===== config.mk =====
export PLATFORM = sky130hd
export DESIGN_NAME = video_timing_gen
export DESIGN_NICKNAME = d
export VERILOG_FILES = /design/src/rtl/video_timing_gen.sv
export SDC_FILE = /design/constraint.sdc
export NUM_CORES = 1
export LEC_CHECK = 0
export CAP_MARGIN = 5
export CORE_MARGIN = 3
export CORE_UTILIZATION = 57
export DETAILED_ROUTE_END_ITERATION = 8
export PLACE_DENSITY = 0.82
export RECOVER_POWER = 25
export SYNTH_ARGS = -nofsm -noshare
export SYNTH_HDL_FRONTEND = slang
export SYNTH_SLANG_ARGS = --single-unit

===== constraint.sdc =====
create_clock -name clk_pixel -period 3 [get_ports clk_pixel]
set_clock_uncertainty 0.15 [all_clocks]
set_input_delay 0.45 -clock clk_pixel [delete_from_list [all_inputs] [get_ports clk_pixel]]
set_output_delay 0.45 -clock clk_pixel [all_outputs]
set_load 0.005 [all_outputs]

===== src/rtl/video_timing_gen.sv =====
// Free-running raster timing generator: registered de/sync/coordinate outputs
// plus an early data-enable that leads de by LEAD pixel clocks.
module video_timing_gen #(
  parameter int H_ACTIVE = 1024,
  parameter int H_FP     = 24,
  parameter int H_SYNC   = 136,
  parameter int H_BP     = 160,
  parameter int V_ACTIVE = 768,
  parameter int V_FP     = 3,
  parameter int V_SYNC   = 6,
  parameter int V_BP     = 29,
  parameter bit HS_POL   = 1'b0,
  parameter bit VS_POL   = 1'b0,
  parameter int LEAD     = 2
) (
  input  logic        clk_pixel,
  input  logic        resetn,
  output logic        de,
  output logic        hsync,
  output logic        vsync,
  output logic [10:0] x,
  output logic [9:0]  y,
  output logic        line_start,
  output logic        frame_start,
  output logic        de_early
);

  localparam int H_TOTAL = H_ACTIVE + H_FP + H_SYNC + H_BP;
  localparam int V_TOTAL = V_ACTIVE + V_FP + V_SYNC + V_BP;

  localparam logic [10:0] H_LAST = 11'(H_TOTAL - 1);
  localparam logic [10:0] H_ACT  = 11'(H_ACTIVE);
  localparam logic [10:0] HS_BEG = 11'(H_ACTIVE + H_FP);
  localparam logic [10:0] HS_END = 11'(H_ACTIVE + H_FP + H_SYNC);
  localparam logic [9:0]  V_LAST = 10'(V_TOTAL - 1);
  localparam logic [9:0]  V_ACT  = 10'(V_ACTIVE);
  localparam logic [9:0]  VS_BEG = 10'(V_ACTIVE + V_FP);
  localparam logic [9:0]  VS_END = 10'(V_ACTIVE + V_FP + V_SYNC);

  // Lead counters start LEAD pixels ahead so de_early(t) == de(t+LEAD).
  localparam logic [10:0] HE_RST = 11'(LEAD % H_TOTAL);
  localparam logic [9:0]  VE_RST = 10'((LEAD / H_TOTAL) % V_TOTAL);

  logic [10:0] h_q, h_d, he_q, he_d;
  logic [9:0]  v_q, v_d, ve_q, ve_d;

  logic        de_q, de_d;
  logic        hsync_q, hsync_d;
  logic        vsync_q, vsync_d;
  logic [10:0] x_q, x_d;
  logic [9:0]  y_q, y_d;
  logic        ls_q, ls_d;
  logic        fs_q, fs_d;
  logic        dee_q, dee_d;

  logic        active;

  always_comb begin
    h_d  = (h_q == H_LAST) ? '0 : h_q + 11'd1;
    v_d  = v_q;
    if (h_q == H_LAST) begin
      v_d = (v_q == V_LAST) ? '0 : v_q + 10'd1;
    end

    he_d = (he_q == H_LAST) ? '0 : he_q + 11'd1;
    ve_d = ve_q;
    if (he_q == H_LAST) begin
      ve_d = (ve_q == V_LAST) ? '0 : ve_q + 10'd1;
    end

    active  = (h_q < H_ACT) && (v_q < V_ACT);
    de_d    = active;
    hsync_d = ((h_q >= HS_BEG) && (h_q < HS_END)) ? HS_POL : ~HS_POL;
    vsync_d = ((v_q >= VS_BEG) && (v_q < VS_END)) ? VS_POL : ~VS_POL;
    x_d     = active ? h_q : '0;
    y_d     = active ? v_q : '0;
    ls_d    = (h_q == '0);
    fs_d    = (h_q == '0) && (v_q == '0);
    dee_d   = (he_q < H_ACT) && (ve_q < V_ACT);
  end

  always_ff @(posedge clk_pixel or negedge resetn) begin
    if (!resetn) begin
      h_q     <= '0;
      v_q     <= '0;
      he_q    <= HE_RST;
      ve_q    <= VE_RST;
      de_q    <= 1'b0;
      hsync_q <= ~HS_POL;
      vsync_q <= ~VS_POL;
      x_q     <= '0;
      y_q     <= '0;
      ls_q    <= 1'b0;
      fs_q    <= 1'b0;
      dee_q   <= 1'b0;
    end else begin
      h_q     <= h_d;
      v_q     <= v_d;
      he_q    <= he_d;
      ve_q    <= ve_d;
      de_q    <= de_d;
      hsync_q <= hsync_d;
      vsync_q <= vsync_d;
      x_q     <= x_d;
      y_q     <= y_d;
      ls_q    <= ls_d;
      fs_q    <= fs_d;
      dee_q   <= dee_d;
    end
  end

  assign de          = de_q;
  assign hsync       = hsync_q;
  assign vsync       = vsync_q;
  assign x           = x_q;
  assign y           = y_q;
  assign line_start  = ls_q;
  assign frame_start = fs_q;
  assign de_early    = dee_q;

endmodule


==> metrics <==
CP Max Fanout 7; post-DP HPWL 4114 µm; Pleak 1.541 nW; share of cells above drive strength 1 slightly below 8%; antenna viol nets, final 0; Hold Startpoint he_q[0]; postcts setup bufs 0; Final Instance Area ~0.0036 mm²; WL/cell between 10 and 15 µm; final worst path period need 2287 ps; Startpoint Class flop; Die Ht around 80 µm; YS warnings 0; Max-Cap Viols 1; Avg Inst Size Synth roughly 11 µm²; Simple-Gate Fraction of Synth Area approximately a quarter; Fin Setup TNS 0 ps; Cells after Synth a little under 300; clk sinks between 60 and 70; Area growth, synth to finish 17.56%; post-synthesis xor/xnor area fraction about 5.7%; Post-CTS Hold Buffers 1; Clock transition at path regs roughly 70 ps; status complete, but fails checks; Async SR Flop Fraction 100.0%; PwrDens 452.1 mW/mm²; Rows 26; CTS tree built; clk buf depth 2; WP data arrival between 2000 and 2500 ps; largest family of logic cells by synthesized area simple AND/OR/NAND/NOR gates; most instantiated cells after synthesis dfrtp_1, and2_1, nand3_1; total CTS buffers 9; most common cell in the netlist dfrtp_1; largest cells by area after synthesis dfrtp_1, and2_1, ha_1; CP startpoint he_q[7]; RSZ-0062 raised after global routing no; Sw Ratio a little over a fifth; Post-synth EDFFs 0; kind of critical path reg2reg; max frequency 437.2 MHz; relative slew slack -6.262%; crit path capture type flop; H-tree Lvls 3; Worst Hold Slack around 340 ps; Ant. Diodes 0; Post-synth top flop dfrtp_1; Post-DP Area approximately 0.0034 mm²; 1st-pass router iterations 4; Peak VDD IR a little under 300 µV; grt ovf 0; Reg power frac 56.8%; number of remaining DRC errors 0; Die ar. between 0.006 and 0.007 mm²; Syn Nets between 300 and 400; Hold Path Class reg2reg; final WL 5778 µm; RR Startpoint he_q[7]; via/cell ratio around 5.6; DRT iter0 DRCs 110; GRT Total Usage about 21%; NetSw 0.3596 mW; Cell Int Power 1.280 mW; #FFs+latches synth 69; Port Buffer Count 28; Synth top area share a little over half; Slew Limit Fails 29; complex-gate fraction of the synthesized area ~7%; Via Count ~2200; Cell Area, Synth between 0.003 and 0.004 mm²; initial antenna violation count 0; Slew @ Worst Pin 1594 ps; nets between 300 and 400; Setup-failing EPs final 0; Die X between 70 and 80 µm; synth unique cells 40; Final period util between 70% and 80%; Comb pwr share 1.4%; first-pass GRT wire length 10090 µm; Yosys top cell by area dfrtp_1; register area share after synthesis a little under three fifths; Skew-Pair Late Insertion Delay around 350 ps; ports placed on the boundary 29; adder-cell share of the synthesized area 3.650%; largest net degree at the start of global routing 42; vias in the first global route around 2300; worst path required time 3110 ps; gpl congestion ~0.83; Initial Util about three fifths; post-synthesis mux area share 0.6488%; failing checks capacitance limit, slew limit; # resized after CTS 0; Root Driver clkbuf_8; clock power share approximately two fifths; Core Area 0.005172 mm²; final hold vios 0
-- cells in the final DEF, fill, tap and decap left out, types with 2 or more instances in the layout --
cell / n
dfrtp_1: 66
clkdlybuf4s50_1: 27
nand3_1: 21
nor2_1: 20
and2_0: 16
nand2_1: 16
o21ai_0: 14
a21oi_1: 12
nand4_1: 12
xnor2_1: 11
clkbuf_8: 11
inv_1: 9
and2_1: 9
xor2_1: 9
ha_1: 9
or3_1: 7
nor3_1: 6
nor4_1: 4
o31ai_1: 4
and3_1: 3
and4_1: 2
mux2i_1: 2
or4b_2: 2
or4_1: 2
o211ai_1: 2
a31oi_1: 2
o22ai_1: 2
or4_4: 2
clkinvlp_4: 2
clkinv_2: 2
dfstp_2: 2
clkbuf_1: 2
-- power by group through the flow --
stage / clock (mW) / sequential (mW) / combinational [mW]
finish: 0.686 / 0.931 / 0.0227
global route: 0.751 / 0.930 / 0.0269
CTS: 0.712 / 0.931 / 0.0243
detailed placement: 0 / 0.949 / 0.0233
global placement: 0 / 0.949 / 0.0230
floorplan: 0 / 0.949 / 0.000109
-- layer usage --
metal,vias to the layer above,share of wire (%),global-route usage [%]
met5,-,0,0
met4,0,1.2,7.732
met3,10,3.7,7.449
met2,39,53,35.89
met1,1109,42,23.26
li1,1080,-,-
-- sequential cells by signal, summed over array words and instances, names as in the netlist --
signal / flops
ve_q: 10
frame_start: 1
de_early: 1
hsync: 1
de: 1
y: 10
x: 11
he_q: 11
v_q: 10
line_start: 1
h_q: 11
vsync: 1
-- path summary, 6_finish.rpt --
| kind | to | slack (ps) | cells after the start |
|---|---|---|---|
| setup / recovery | ve_q[3] | 710 | 4 |
| hold / removal | he_q[0] | 340 | 1 |
| setup reg to reg | ve_q[3] | 710 | 4 |
| hold reg to reg | he_q[0] | 340 | 1 |
| max in group asynchronous | hsync | 840 | 3 |
| min in group asynchronous | y[3] | 890 | 2 |
-- stage by stage --
stage	std cells	util [%]	setup WS, ps	power [mW]
floorplan	291	-	849.9	0.9491
detailed placement	380	66.45	720.9	0.9720
CTS	397	70.22	702.4	1.667
global placement	380	66.45	813.8	0.9715
global route	397	70.13	544.2	1.708
finish	397	70.13	712.8	1.640
-- layout make-up --
type / instances / area [µm²]
repair buffers: 32 / 315.3
well taps: 70 / 87.58
clock inverters: 5 / 33.78
fillers: 359 / 1545
flip-flops and latches: 69 / 1730
multi-input cells: 201 / 1275
inverters: 9 / 33.78
clock buffers: 11 / 151.4
-- critical path, stage by stage, from the launching register on --
cell	delay, ps
dfrtp_1	440
or4b_4	590
or4_4	540
or3_1	330
a21oi_1	170
-- kinds of logic after synthesis --
family / after synthesis
mux: 2
compound gates: 38
buf+inv: 21
simple gates: 131
flops: 69
fa+ha+maj: 9
other cells: 1
xor+xnor: 20
No activity file was read; power rests on OpenSTA's default activity.
